$ cat src/rtl/wb_stage.sv
// rtl/wb_stage.sv - MEM/WB pipeline register with write-back source select and load extraction
module wb_stage #(
  parameter int DATA_W = 32,
  parameter int ADDR_W = 5,
  parameter int CNT_W  = 32
) (
  input  logic                                 clk,
  input  logic                                 rst_n,
  input  logic                                 stall,
  input  logic                                 flush,
  input  logic                                 cnt_clr,
  input  logic                                 in_valid,
  input  logic                                 in_reg_write,
  input  logic [1:0]                           in_wb_sel,
  input  logic [ADDR_W-1:0]                    in_rd,
  input  logic [DATA_W-1:0]                    in_alu_result,
  input  logic [DATA_W-1:0]                    in_mem_rdata,
  input  logic [DATA_W-1:0]                    in_link_addr,
  input  logic [DATA_W-1:0]                    in_imm,
  input  logic [1:0]                           in_ld_size,
  input  logic                                 in_ld_unsigned,
  input  logic [$clog2(DATA_W/8)-1:0]          in_byte_off,
  output logic                                 wb_valid,
  output logic                                 wb_reg_write,
  output logic [ADDR_W-1:0]                    wb_rd,
  output logic [DATA_W-1:0]                    wb_data,
  output logic                                 wb_misaligned,
  output logic [CNT_W-1:0]                     retired_cnt
);

  localparam int LANE_W = $clog2(DATA_W/8);

  localparam logic [1:0] SEL_ALU  = 2'b00;
  localparam logic [1:0] SEL_MEM  = 2'b01;
  localparam logic [1:0] SEL_LINK = 2'b10;
  localparam logic [1:0] SEL_IMM  = 2'b11;

  localparam logic [1:0] SZ_BYTE = 2'b00;
  localparam logic [1:0] SZ_HALF = 2'b01;

  logic [DATA_W-1:0] shifted;
  logic [DATA_W-1:0] ld_data;
  logic [DATA_W-1:0] next_data;
  logic              misaligned;
  logic              next_reg_write;
  logic              capture;

  // Load extraction: bring the addressed lane down to bit 0, then extend to DATA_W.
  // A half load at the top lane of a 64-bit word shifts in zeros for the missing lane;
  // that case is always flagged misaligned so the value is never written back.
  always_comb begin
    shifted = in_mem_rdata >> {in_byte_off, 3'b000};
    ld_data = shifted;
    case (in_ld_size)
      SZ_BYTE: ld_data = {{(DATA_W-8){shifted[7] & ~in_ld_unsigned}}, shifted[7:0]};
      SZ_HALF: ld_data = {{(DATA_W-16){shifted[15] & ~in_ld_unsigned}}, shifted[15:0]};
      default: ld_data = shifted;
    endcase
  end

  // Source select, misalignment and register-write qualification for the next capture.
  always_comb begin
    misaligned = 1'b0;
    if (in_wb_sel == SEL_MEM) begin
      if (in_ld_size == SZ_HALF)
        misaligned = in_byte_off[0];
      else if (in_ld_size != SZ_BYTE)
        misaligned = (in_byte_off != '0);
    end
    case (in_wb_sel)
      SEL_ALU:  next_data = in_alu_result;
      SEL_MEM:  next_data = ld_data;
      SEL_LINK: next_data = in_link_addr;
      SEL_IMM:  next_data = in_imm;
      default:  next_data = in_alu_result;
    endcase
    next_reg_write = in_valid & in_reg_write & (in_rd != '0) & ~misaligned;
    capture        = ~flush & ~stall;
  end

  // Pipeline register: flush loads a bubble, stall holds, otherwise capture.
  always_ff @(posedge clk or negedge rst_n) begin
    if (!rst_n) begin
      wb_valid      <= 1'b0;
      wb_reg_write  <= 1'b0;
      wb_rd         <= '0;
      wb_data       <= '0;
      wb_misaligned <= 1'b0;
    end else if (flush) begin
      wb_valid      <= 1'b0;
      wb_reg_write  <= 1'b0;
      wb_rd         <= '0;
      wb_data       <= '0;
      wb_misaligned <= 1'b0;
    end else if (!stall) begin
      wb_valid      <= in_valid;
      wb_reg_write  <= next_reg_write;
      wb_rd         <= in_rd;
      wb_data       <= next_data;
      wb_misaligned <= in_valid & misaligned;
    end
  end

  // Retired-instruction counter: clear wins over a same-edge increment; wraps naturally.
  always_ff @(posedge clk or negedge rst_n) begin
    if (!rst_n)
      retired_cnt <= '0;
    else if (cnt_clr)
      retired_cnt <= '0;
    else if (capture && in_valid && !misaligned)
      retired_cnt <= retired_cnt + {{(CNT_W-1){1'b0}}, 1'b1};
  end

endmodule

$ cat config.mk
export PLATFORM = sky130hd
export DESIGN_NAME = wb_stage
export DESIGN_NICKNAME = d
export VERILOG_FILES = /design/src/rtl/wb_stage.sv
export SDC_FILE = /design/constraint.sdc
export NUM_CORES = 1
export LEC_CHECK = 0
export BUFFER_PORTS_ARGS = -buffer_cell sky130_fd_sc_hd__buf_2
export CAP_MARGIN = 20
export CORE_ASPECT_RATIO = 0.7
export CORE_MARGIN = 2
export CORE_UTILIZATION = 45
export DETAILED_ROUTE_END_ITERATION = 8
export HOLD_SLACK_MARGIN = 0.1
export MAX_ROUTING_LAYER = met4
export PLACE_DENSITY = 0.8
export SYNTH_ARGS = -nofsm -noshare
export SYNTH_HDL_FRONTEND = slang
export SYNTH_SLANG_ARGS = --single-unit
$ cat constraint.sdc
create_clock -name clk -period 5.2 [get_ports clk]
set_input_delay 1.56 -clock clk [delete_from_list [all_inputs] [get_ports clk]]
set_output_delay 1.56 -clock clk [all_outputs]
set_load 0.02 [all_outputs]
# Word level (Yosys, flattened, before mapping)
# Index checks and enable logic that the tools add are counted.
# W data, S select, Z words.
# word_totals
regBits	72
latch_bits	0
ramBits	0
mem_bits_ro	0
in_bits	147
wordCells	50
mem_count	0
# op_classes
n_addsub	1
mul	0
n_div	0
magnitude_cmp	0
n_eq_ne	5
n_shift	1
n_mux	17
bitwise	11
reduce_logical	9
# ops
operator	count
$mux W32	4
$pmux W32 S4	1
$pmux W32 S2	1
$add A32 B1 Y32 const B	1
$shr A32 B5 Y32	1
$mux W5	2
$mux W1	9
$and A1 B1 Y1	7
$reduce_bool A2 Y1	3
$reduce_bool A5 Y1	1
$eq A2 B1 Y1 const B	2
$eq A2 B2 Y1 const B	2
$logic_not A2 Y1	2
$not A1 Y1	4
$logic_and A1 B1 Y1	2
$ne A2 B1 Y1 const B	1
$logic_not A1 Y1	1

# Logic depth before layout (Yosys ltp)
# logic_depth
ltp_word	8
mapped_depth	8
depth_no_buf	6

# Worst setup path before layout
# Ideal clock, no wire load.
# synth_path
path_type	input to register
start	input port flush
end	register retired_cnt[30]
arrival_ns	3.425
required_time_ns	5.122
path_slack_ns	1.697
path_stages	7
path_cell_list	buf_6 or3b_1 buf_6 nor4_4 nand3_2 or4_1 a21oi_1
# synth_between
elab_chain_len	5
# synth_rtl
item	line	text
start: declaration	10	input logic flush,
$not A1 Y1	78	capture = ~flush & ~stall;
$and A1 B1 Y1	78	
$logic_and A1 B1 Y1 (2 in a row)	110	else if (capture && in_valid && !misaligned)
$reduce_bool A2 Y1 (no line)	-	
end signal: assignment	111	retired_cnt <= retired_cnt + {{(CNT_W-1){1'b0}}, 1'b1};
end: declaration	28	output logic [CNT_W-1:0] retired_cnt
# No other way between the ends.
# A chain may end at the register's enable or synchronous reset.

# Worst setup path in the final report
# layout_path
start	input port in_wb_sel[0]
end	register retired_cnt[31]
# layout_between
elab_chain_len	5
# layout_rtl
item	line	text
start: declaration	14	input logic [1:0] in_wb_sel,
$eq A2 B1 Y1	64	if (in_wb_sel == SEL_MEM) begin
$mux W1	64	
$logic_not A1 Y1	110	
$logic_and A1 B1 Y1	110	
$reduce_bool A2 Y1 (no line)	-	
# No other way between the ends.

==> metrics.txt <==
placeable core area 9834 µm²; hold wc startpoint wb_data[10]$_DFFE_PN0P_; Yosys cell types 48; area share of the largest cell type after synthesis 0.3909; Tcrit/Tclk final 0.7460; largest net degree at the start of global routing 73; cells along the critical path buf_2, nand2b_1, a21o_1, nand4_1, or4_1, a21oi_1; Rel. slew slack 0.3740; Power Dens Cells 240.3 nW/µm²; Crit-path slowest cell or4_1; CP Capture Type flip-flop; FF-to-FF End retired_cnt[31]$_DFFE_PN0P_; Hold-fix buffers, CTS 0; Die Y 88.68 µm; violation count after the first detailed-route iteration 585; Layout area overhead 30.43%; synthesized area 4609 µm²; # fillers 891; Crit Path Category input pin to flip-flop; ranking of synthesized cells by area dfrtp_1, mux4_2, mux2i_1, a21oi_1, nor2_1; vias 5034; Critical R2R Launch retired_cnt[9]$_DFFE_PN0P_; commonest non-fill, non-tap cell in the layout buf_2; Final GP Congestion 1.030; Synth warnings 0; drt total wl 16770 µm; Die X 125.0 µm; Worst R2R Setup Slack 2.67 ns; antenna-violating nets left 0; Required @ worst endpoint 5.45 ns; # IOs 219; status completed; PortBufs 218; syn_area_per_cell 8.968 µm²; register area share after synthesis 0.3909; CTS tree yes; maximum vdd drop 0.1389 mV; Pre-antenna DRT Iters 5; slowest cell delay on critical path 0.68 ns; Die ar. 11080 µm²; first-pass GRT wire length 26500 µm; clock tree sinks 72; post-CTS setup buffer count 0; leakage power 3.044 nW; share of post-route cells with drive strength above 1 0.3706; top_reg_cell synth dfrtp_1; Hold Path Class flip-flop to flip-flop; Num CTS Buffers 9; max cap viols 0; Post-DP HPWL 12900 µm; DRC Markers 0; nets@finish 859; synthesized flop and latch total 72; highest clock rate 0.2578 GHz; Post-CTS Resized 0; post-route setup TNS 0 ns; worst-path fanout max 37; initial antenna violation count 1; number of synthesized flops with an enable pin 0; Starting Density 0.4687; Slew @ Worst Pin 0.9390 ns; Multi-input gate area 2550 µm²; Final Critical Period 3.879 ns; total power 1.445 mW; commonest cells after routing, fill and taps aside buf_2, dfrtp_1, nor2_1, a21oi_1, o21ai_0; clock slew at reported path FFs 0.06 ns; Hold Crit Depth 1; Routed WL per cell 19.87 µm; Reg area 1802 µm²; Critical Path Source Type input pin; Final Hold Fails 0; clk buf depth 2; Remaining Overflow, GRT 0; Async SR Flop Fraction 1.000; Reg2Reg Depth 5; Final Setup Violations 0; H-tree Lvls 3; Final Skew 0.006607 ns; Post-Syn Instances 514; placement row count 30; vias per cell 5.964; RSZ-0062 raised after global routing no; Max Slew Vio Count 0; vias in the first global route 4895; root buf cell clkbuf_16; Clk Latency, worst-skew pair 0.34 ns; Mapped Nets 662; GRT Overall Usage 0.3173; hold endpoint wb_data[10]$_DFFE_PN0P_; Worst Path Arrival 4.13 ns; Synth area leader dfrtp_1
==> flip-flops by register name (all words and copies together) (netlist names) <==
signal,flops
retired_cnt,32
wb_data,32
wb_misaligned,1
wb_rd,5
wb_reg_write,1
wb_valid,1
==> per-stage QoR <==
step                worst slack [ns]  instances    util  instance area (µm²)  hold WS, ns
global route                   1.134        844  0.6113                 6012       0.5137
CTS                            1.351        843  0.6111                 6010       0.4834
global placement               1.153        828  0.5841                 5744       0.4654
floorplan                      1.697        514       -                 4609       0.5896
finish                         1.321        844  0.6113                 6012       0.4834
detailed placement             1.011        828  0.5841                 5744       0.4642
==> layer usage <==
layer	part of all wire	wire length, µm	vias up	GRT usage
met5	0	0	-	-
met2	0.45	7558	287	0.4946
li1	-	-	2279	-
met1	0.44	7396	2430	0.4291
met3	0.088	1472	38	0.06469
met4	0.020	343	0	0.08182
==> power by group <==
group	leakage (nW)	switching [mW]	internal (mW)
clock	0.132	0.227	0.332
sequential	0.979	0.0128	0.582
combinational	1.93	0.171	0.120
total	3.04	0.411	1.03
==> worst max-delay path by stage <==
stage	slack [ns]	end	startpoint
6_report	1.32	retired_cnt[31]$_DFFE_PN0P_	in_wb_sel[0]
3_3_place_gp	1.15	retired_cnt[31]$_DFFE_PN0P_	in_wb_sel[0]
5_1_grt	1.13	retired_cnt[31]$_DFFE_PN0P_	in_wb_sel[0]
3_5_place_dp	1.01	retired_cnt[31]$_DFFE_PN0P_	in_wb_sel[0]
4_1_cts	1.35	retired_cnt[31]$_DFFE_PN0P_	in_wb_sel[0]
2_1_floorplan	1.70	retired_cnt[30]$_DFFE_PN0P_	flush
==> kinds of logic (layout without fill, tap and decap cells) <==
family / count (synthesis) / count (layout) / share of synthesized area
AND/OR/NAND/NOR: 166 / 166 / 0.1794
AO/OA/AOI/OAI: 138 / 138 / 0.1775
flip-flops: 72 / 72 / 0.3909
buffers and inverters: 64 / 265 / 0.05592
multiplexers: 53 / 53 / 0.1555
XOR/XNOR: 20 / 20 / 0.03800
adder cells (fa/ha/maj): 1 / 1 / 0.002714
other: 0 / 1 / 0
==> cells in the mapped netlist (9+ instances only) <==
| master | number |
|---|---|
| mux4_2 | 14 |
| mux2i_1 | 30 |
| inv_1 | 26 |
| o21ai_0 | 45 |
| clkbuf_1 | 28 |
| a2111oi_0 | 9 |
| a21oi_1 | 48 |
| nand4_1 | 15 |
| mux2_2 | 9 |
| dfrtp_1 | 72 |
| nor2_1 | 62 |
| xor2_1 | 13 |
| nand2_1 | 29 |
| or3_1 | 9 |
| nor3_1 | 16 |
==> cell type report <==
type / count / area share
Tap cell: 128 / 0.02664
Sequential cell: 72 / 0.2997
Antenna cell: 1 / 0.0004162
Inverter: 27 / 0.01686
Clock buffer: 12 / 0.04100
Clock inverter: 3 / 0.003122
Timing Repair Buffer: 223 / 0.1881
Multi-Input combinational cell: 378 / 0.4241
==> critical path: cells and delay by family <==
family / cells / cell delay, ns
AOI/OAI and AO/OA: 2 / 0.60
buffers and inverters: 1 / 0.33
and+or+nand+nor: 3 / 1.61
Note: power is estimated with default switching activity, not from simulation.
